==> src/rtl/score_display.sv <==
`timescale 1ns/1ps
// score_display
//   Converts a 14-bit binary score into four BCD digits using an iterative
//   shift-add-3 engine. It then scans those digits onto a multiplexed,
//   active-low, four-digit seven-segment display.
//
//   Optional feature macro: SCORE_DISPLAY_LZB_EN.
//   When it is defined, leading zeros are blanked by holding their anode off.
//   Digit 0 is always lit.
//
// Parameters
//   REFRESH_DIV : clock cycles each digit stays lit
//
// Ports
//   clk    in   system clock, rising edge
//   rst    in   asynchronous, active-high reset
//   value  in   [13:0] binary score; values above 9999 display as 9999
//   blank  in   forces every anode off; conversion and scan keep running
//   bcd    out  [15:0] {thousands, hundreds, tens, ones}, registered
//   busy   out  high while the converter is outside IDLE
//   seg    out  [6:0] {g,f,e,d,c,b,a}, active-low, registered
//   an     out  [3:0] anode enables, active-low one-hot, registered
//   dp     out  decimal point, active-low, permanently off
module score_display #(
    parameter int REFRESH_DIV = 100000
) (
    input  logic        clk,
    input  logic        rst,
    input  logic [13:0] value,
    input  logic        blank,
    output logic [15:0] bcd,
    output logic        busy,
    output logic [6:0]  seg,
    output logic [3:0]  an,
    output logic        dp
);

    typedef enum logic [1:0] {IDLE, SHIFT, DONE} conv_state_e;

    localparam int RW = (REFRESH_DIV > 1) ? $clog2(REFRESH_DIV) : 1;
    localparam logic [RW-1:0] REFRESH_LAST = RW'(REFRESH_DIV - 1);
    localparam logic [3:0]    ITERATIONS   = 4'd14;

    conv_state_e state_q, state_d;
    logic [13:0] last_q, last_d;
    logic [13:0] op_q, op_d;
    logic [15:0] scratch_q, scratch_d;
    logic [3:0]  iter_q, iter_d;
    logic [15:0] bcd_q, bcd_d;
    logic [RW-1:0] refresh_q, refresh_d;
    logic [1:0]  idx_q, idx_d;
    logic [6:0]  seg_q, seg_d;
    logic [3:0]  an_q, an_d;

    logic [15:0] scratch_adj;
    logic [3:0]  digit_show;

    function automatic logic [6:0] seg_decode(input logic [3:0] d);
        case (d)
            4'd0:    seg_decode = 7'h40;
            4'd1:    seg_decode = 7'h79;
            4'd2:    seg_decode = 7'h24;
            4'd3:    seg_decode = 7'h30;
            4'd4:    seg_decode = 7'h19;
            4'd5:    seg_decode = 7'h12;
            4'd6:    seg_decode = 7'h02;
            4'd7:    seg_decode = 7'h78;
            4'd8:    seg_decode = 7'h00;
            4'd9:    seg_decode = 7'h10;
            default: seg_decode = 7'h7F;
        endcase
    endfunction

    // A digit slot is shown when some digit at or above it is nonzero.
    // Slot 0 is always shown, so a score of zero still lights a single "0".
`ifdef SCORE_DISPLAY_LZB_EN
    always_comb begin
        digit_show[0] = 1'b1;
        digit_show[1] = |bcd_q[15:4];
        digit_show[2] = |bcd_q[15:8];
        digit_show[3] = |bcd_q[15:12];
    end
`else
    always_comb begin
        digit_show = 4'b1111;
    end
`endif

    always_comb begin
        // NOTE: every signal gets a default first; otherwise paths that skip an assignment infer latches.
        state_d     = state_q;
        last_d      = last_q;
        op_d        = op_q;
        scratch_d   = scratch_q;
        iter_d      = iter_q;
        bcd_d       = bcd_q;
        scratch_adj = scratch_q;

        // Add-3 correction: bump any BCD nibble of 5 or more before it doubles.
        for (int i = 0; i < 4; i++) begin
            if (scratch_q[4*i +: 4] >= 4'd5) begin
                scratch_adj[4*i +: 4] = scratch_q[4*i +: 4] + 4'd3;
            end
        end

        case (state_q)
            IDLE: begin
                // Change detection uses the raw input.
                // A steady over-range value therefore converts only once.
                if (value != last_q) begin
                    last_d    = value;
                    op_d      = (value > 14'd9999) ? 14'd9999 : value;
                    scratch_d = '0;
                    iter_d    = '0;
                    state_d   = SHIFT;
                end
            end
            SHIFT: begin
                if (iter_q == ITERATIONS) begin
                    state_d = DONE;
                end else begin
                    // Shift {scratch, operand} left by one bit, operand MSB first.
                    scratch_d = {scratch_adj[14:0], op_q[13]};
                    op_d      = {op_q[12:0], 1'b0};
                    iter_d    = iter_q + 4'd1;
                end
            end
            DONE: begin
                bcd_d   = scratch_q;
                state_d = IDLE;
            end
            default: state_d = IDLE;
        endcase
    end

    // Scan path.
    // seg and an are both derived from the current index and registered together.
    always_comb begin
        refresh_d = (refresh_q == REFRESH_LAST) ? '0 : refresh_q + RW'(1);
        idx_d     = (refresh_q == REFRESH_LAST) ? idx_q + 2'd1 : idx_q;
        seg_d     = seg_decode(bcd_q[4*idx_q +: 4]);
        an_d      = 4'b1111;
        if (!blank && digit_show[idx_q]) begin
            an_d = ~(4'b0001 << idx_q);
        end
    end

    // NOTE: sequential state uses non-blocking assignments so every flop samples pre-edge values.
    always_ff @(posedge clk or posedge rst) begin
        if (rst) begin
            state_q   <= IDLE;
            last_q    <= '0;
            op_q      <= '0;
            scratch_q <= '0;
            iter_q    <= '0;
            bcd_q     <= '0;
            refresh_q <= '0;
            idx_q     <= '0;
            seg_q     <= 7'b1000000;
            an_q      <= 4'b1110;
        end else begin
            state_q   <= state_d;
            last_q    <= last_d;
            op_q      <= op_d;
            scratch_q <= scratch_d;
            iter_q    <= iter_d;
            bcd_q     <= bcd_d;
            refresh_q <= refresh_d;
            idx_q     <= idx_d;
            seg_q     <= seg_d;
            an_q      <= an_d;
        end
    end

    assign bcd  = bcd_q;
    assign busy = (state_q != IDLE);
    assign seg  = seg_q;
    assign an   = an_q;
    assign dp   = 1'b1;

endmodule

==> config.mk <==
export PLATFORM = sky130hd
export DESIGN_NAME = score_display
export DESIGN_NICKNAME = d
export VERILOG_FILES = /design/src/rtl/score_display.sv
export SDC_FILE = /design/constraint.sdc
export NUM_CORES = 1
export LEC_CHECK = 0
export ABC_CLOCK_PERIOD_IN_PS = 4400
export CAP_MARGIN = 20
export CORE_ASPECT_RATIO = 1.25
export CORE_UTILIZATION = 50
export CTS_BUF_LIST = sky130_fd_sc_hd__clkbuf_4
export CTS_CLUSTER_DIAMETER = 80
export DETAILED_ROUTE_END_ITERATION = 10
export PLACE_DENSITY_LB_ADDON = 0.25
export SYNTH_ARGS = -nofsm -noshare
export SYNTH_HDL_FRONTEND = slang
export SYNTH_SLANG_ARGS = --single-unit
==> constraint.sdc <==
create_clock -name clk -period 4.4 [get_ports clk]
set_clock_uncertainty 0.2 [all_clocks]
set_input_delay 0.66 -clock clk [delete_from_list [all_inputs] [get_ports clk]]
set_output_delay 0.66 -clock clk [all_outputs]
set_load 0.05 [all_outputs]
==> impl_metrics.tcl <==
set metrics [dict create \
    final.period_utilization_pct 66.8 \
    worst-path-max-fanout 4 \
    setup.worst_path.end_class "primary output" \
    measured_slew_at_the_worst_slew_check_pin_ns 0.891 \
    synthesis.instances 448 \
    finalSetupViolCount 0 \
    syn_avg_cell_area_um2 10.5 \
    synth-edff-count 0 \
    postSynthRegisterBits 96 \
    fin_crit_ns 2.94 \
    portBuffers 44 \
    track_usage_pct 20.6 \
    post_cts.repair.setup_buffers 0 \
    mappedNetlistNets 485 \
    layout-drive-gt1-share_pct 11.2 \
    clock_insertion_delay_worst_skew_ns 0.45 \
    postRouteAntennaNets 0 \
    cap_viol_max_count 0 \
    synthesis.yosys.warnings 0 \
    grt_overflow 0 \
    core_area_mm2 0.00913 \
    areaGrowthSynthToFinish_pct 15.5 \
    hp-class "reg2reg" \
    clk_pin_slew_ns 0.15 \
    seq_area_frac_synth_pct 51.1 \
    maxSlewViolCount 0 \
    grt_start_max_net_pins 53 \
    leakagePower_nw 2.34 \
    reg2reg_slack_ns 1.94 \
    gp_routability_congestion 0.793 \
    worstSetupStartpointType "flop" \
    list_of_cells_traversed_by_the_critical_path "nor2_1, inv_1, clkdlybuf4s50_1" \
    via_count 3270 \
    min_path_cells 1 \
    detail_route.iter0.violations 146 \
    vdd.ir_drop.worst_v 0.000370 \
    synth_largest_area_cell "sky130_fd_sc_hd__dfrtp_1" \
    powerDensity_mw_per_mm2 691 \
    synth.top_cells.by_area "sky130_fd_sc_hd__dfrtp_1 (49%), sky130_fd_sc_hd__mux2_2 (5.7%), sky130_fd_sc_hd__xnor2_1 (5.4%), sky130_fd_sc_hd__ha_1 (5.3%), sky130_fd_sc_hd__o21ai_0 (3.9%)" \
    finish.instance_area_mm2 0.00544 \
    yosys.area.top_type_share_pct 48.8 \
    starting_density_of_the_core_pct 51.7 \
    htreeDepth 3 \
    design.portCount 46 \
    synthesis.area_mm2 0.00471 \
    grt_first_pass_wirelength_mm 15.6 \
    vias_per_cell 5.33 \
    tns_ns 0 \
    rows 39 \
    worst_path_max_delay_cell "sky130_fd_sc_hd__clkdlybuf4s50_1" \
    dp_hpwl_mm 6.37 \
    hold-path-endpoint "refresh_q[0]" \
    run_status "finished, final reports clean" \
    total_power_w 0.00376 \
    yosysMostFrequentCell "sky130_fd_sc_hd__dfrtp_1" \
    rr_startpoint "last_q[0]" \
    maximum_number_of_buffers_from_clock_root_to_sink 2 \
    fmax_mhz 340 \
    place_area_mm2 0.00526 \
    floorplan.die_area_mm2 0.00982 \
    max_stage_delay_ns 0.71 \
    clock_sink_count 96 \
    synth_cell_type_count 41 \
    r2r-end "op_q[3]" \
    post_cts.resized_instances 0 \
    ctsRootBufferMaster "sky130_fd_sc_hd__clkbuf_4" \
    worst-endpoint-required_ns 3.54 \
    synthFlopType "sky130_fd_sc_hd__dfrtp_1" \
    number_of_optimization_iterations_in_the_first_detailed_route_pass 4 \
    finalHoldViolations 0 \
    cts_tree "done" \
    first_global_vias 3308 \
    antenna_found_initial 1 \
    ff2ff_path_depth 6 \
    routedWlPerCell_um 14.6 \
    max_slew_margin_pct 40.5 \
    async_flop_share_pct 100 \
    die-width_um 88.8 \
    worst_hold_startpoint "refresh_q[0]" \
    cts_buffers 9 \
    cp.arrival_ns 2.08 \
    cts_hold_buffers 0 \
    final_core_area_utilization_pct 59.6 \
    rsz0062_at_grt "false" \
    design.final.nets 522 \
    detail_route.wirelength_mm 8.96 \
    die_height_um 111 \
    drcViolationCount 0 \
    synth_common_cells "sky130_fd_sc_hd__dfrtp_1 (92), sky130_fd_sc_hd__o21ai_0 (37), sky130_fd_sc_hd__nand2_1 (35)" \
    type_of_the_setup_path_with_the_least_slack "reg2out" \
]
cells by family (layout without fill, tap and decap cells):
| kind of cell | after synthesis | in the layout | synth area share (%) |
|---|---|---|---|
| xor gates and xnor gates | 37 | 37 | 6.88 |
| other | 1 | 2 | 0.0796 |
| adders and majority gates | 20 | 20 | 5.31 |
| and+or+nand+nor | 140 | 140 | 14.5 |
| AOI/OAI and AO/OA | 75 | 75 | 9.00 |
| buffers and inverters | 42 | 84 | 3.72 |
| muxes | 37 | 37 | 9.45 |
| DFF | 96 | 96 | 51.1 |
sequential cells by signal, summed over array words and instances, names as in the netlist:
register	flops
refresh_q	17
iter_q	4
an	4
seg	7
state_q	2
idx_q	2
op_q	14
bcd	16
last_q	14
scratch_q	16
report_power, final:
group | internal (W) | total, W | switching, W
logic | 0.000710 | 0.00175 | 0.00104
registers | 0.00121 | 0.00144 | 0.000229
clock network | 0.000283 | 0.000572 | 0.000289
total | 0.00220 | 0.00376 | 0.00156
cell usage in the layout (no fill, tap or decap), types with 9 or more instances in the layout:
master,netlist,layout
sky130_fd_sc_hd__a21oi_1,22,22
sky130_fd_sc_hd__dfrtp_1,92,92
sky130_fd_sc_hd__o21ai_0,37,37
sky130_fd_sc_hd__xnor2_1,29,29
sky130_fd_sc_hd__clkdlybuf4s50_1,0,44
sky130_fd_sc_hd__clkbuf_4,0,9
sky130_fd_sc_hd__nor2_1,29,29
sky130_fd_sc_hd__nand3_1,33,33
sky130_fd_sc_hd__ha_1,20,20
sky130_fd_sc_hd__nand2b_1,10,10
sky130_fd_sc_hd__nand2_1,35,35
sky130_fd_sc_hd__mux2_2,24,24
sky130_fd_sc_hd__inv_1,19,18
layout make-up:
class | count | area, µm²
Antenna cell | 1 | 2.50
Clock buffer | 9 | 67.6
Clock inverter | 7 | 110
Fill cell | 823 | 3680
Inverter | 20 | 76.3
Multi-Input combinational cell | 310 | 2140
Sequential cell | 96 | 2410
Tap cell | 123 | 154
Timing Repair Buffer | 48 | 483
how the worst max path moves through the flow:
stage | from | end | cells past startpoint | slack (ns)
after floorplan | rst | an[0] | 1 | 1.04
after global placement | value[13] | op_q[1] | 7 | 1.26
after detailed placement | value[13] | op_q[3] | 7 | 1.17
after CTS | state_q[0] | busy | 3 | 1.40
after global routing | state_q[0] | busy | 3 | 1.34
final | state_q[0] | busy | 3 | 1.46
metrics by stage:
step,std cells,hold WS (ns),setup WS (ns)
2_1_floorplan,448,0.255,1.04
3_3_place_gp,597,0.268,1.26
3_5_place_dp,597,0.279,1.17
4_1_cts,613,0.299,1.40
5_1_grt,614,0.327,1.34
6_report,614,0.294,1.46
per-layer routing:
metal	up-vias	GRT usage (%)	routed length [µm]
li1	1603	-	-
met4	0	9.25	213
met5	-	0	0
met1	1591	25.3	3930
met2	60	34.5	4540
met3	16	3.96	274
critical path, delay by kind of cell (launching register included):
family,cells,cell delay (ns)
AND/OR/NAND/NOR,1,0.43
buffers and inverters,2,0.78
flip-flops,1,0.42
Note: power is estimated with default switching activity, not from simulation.
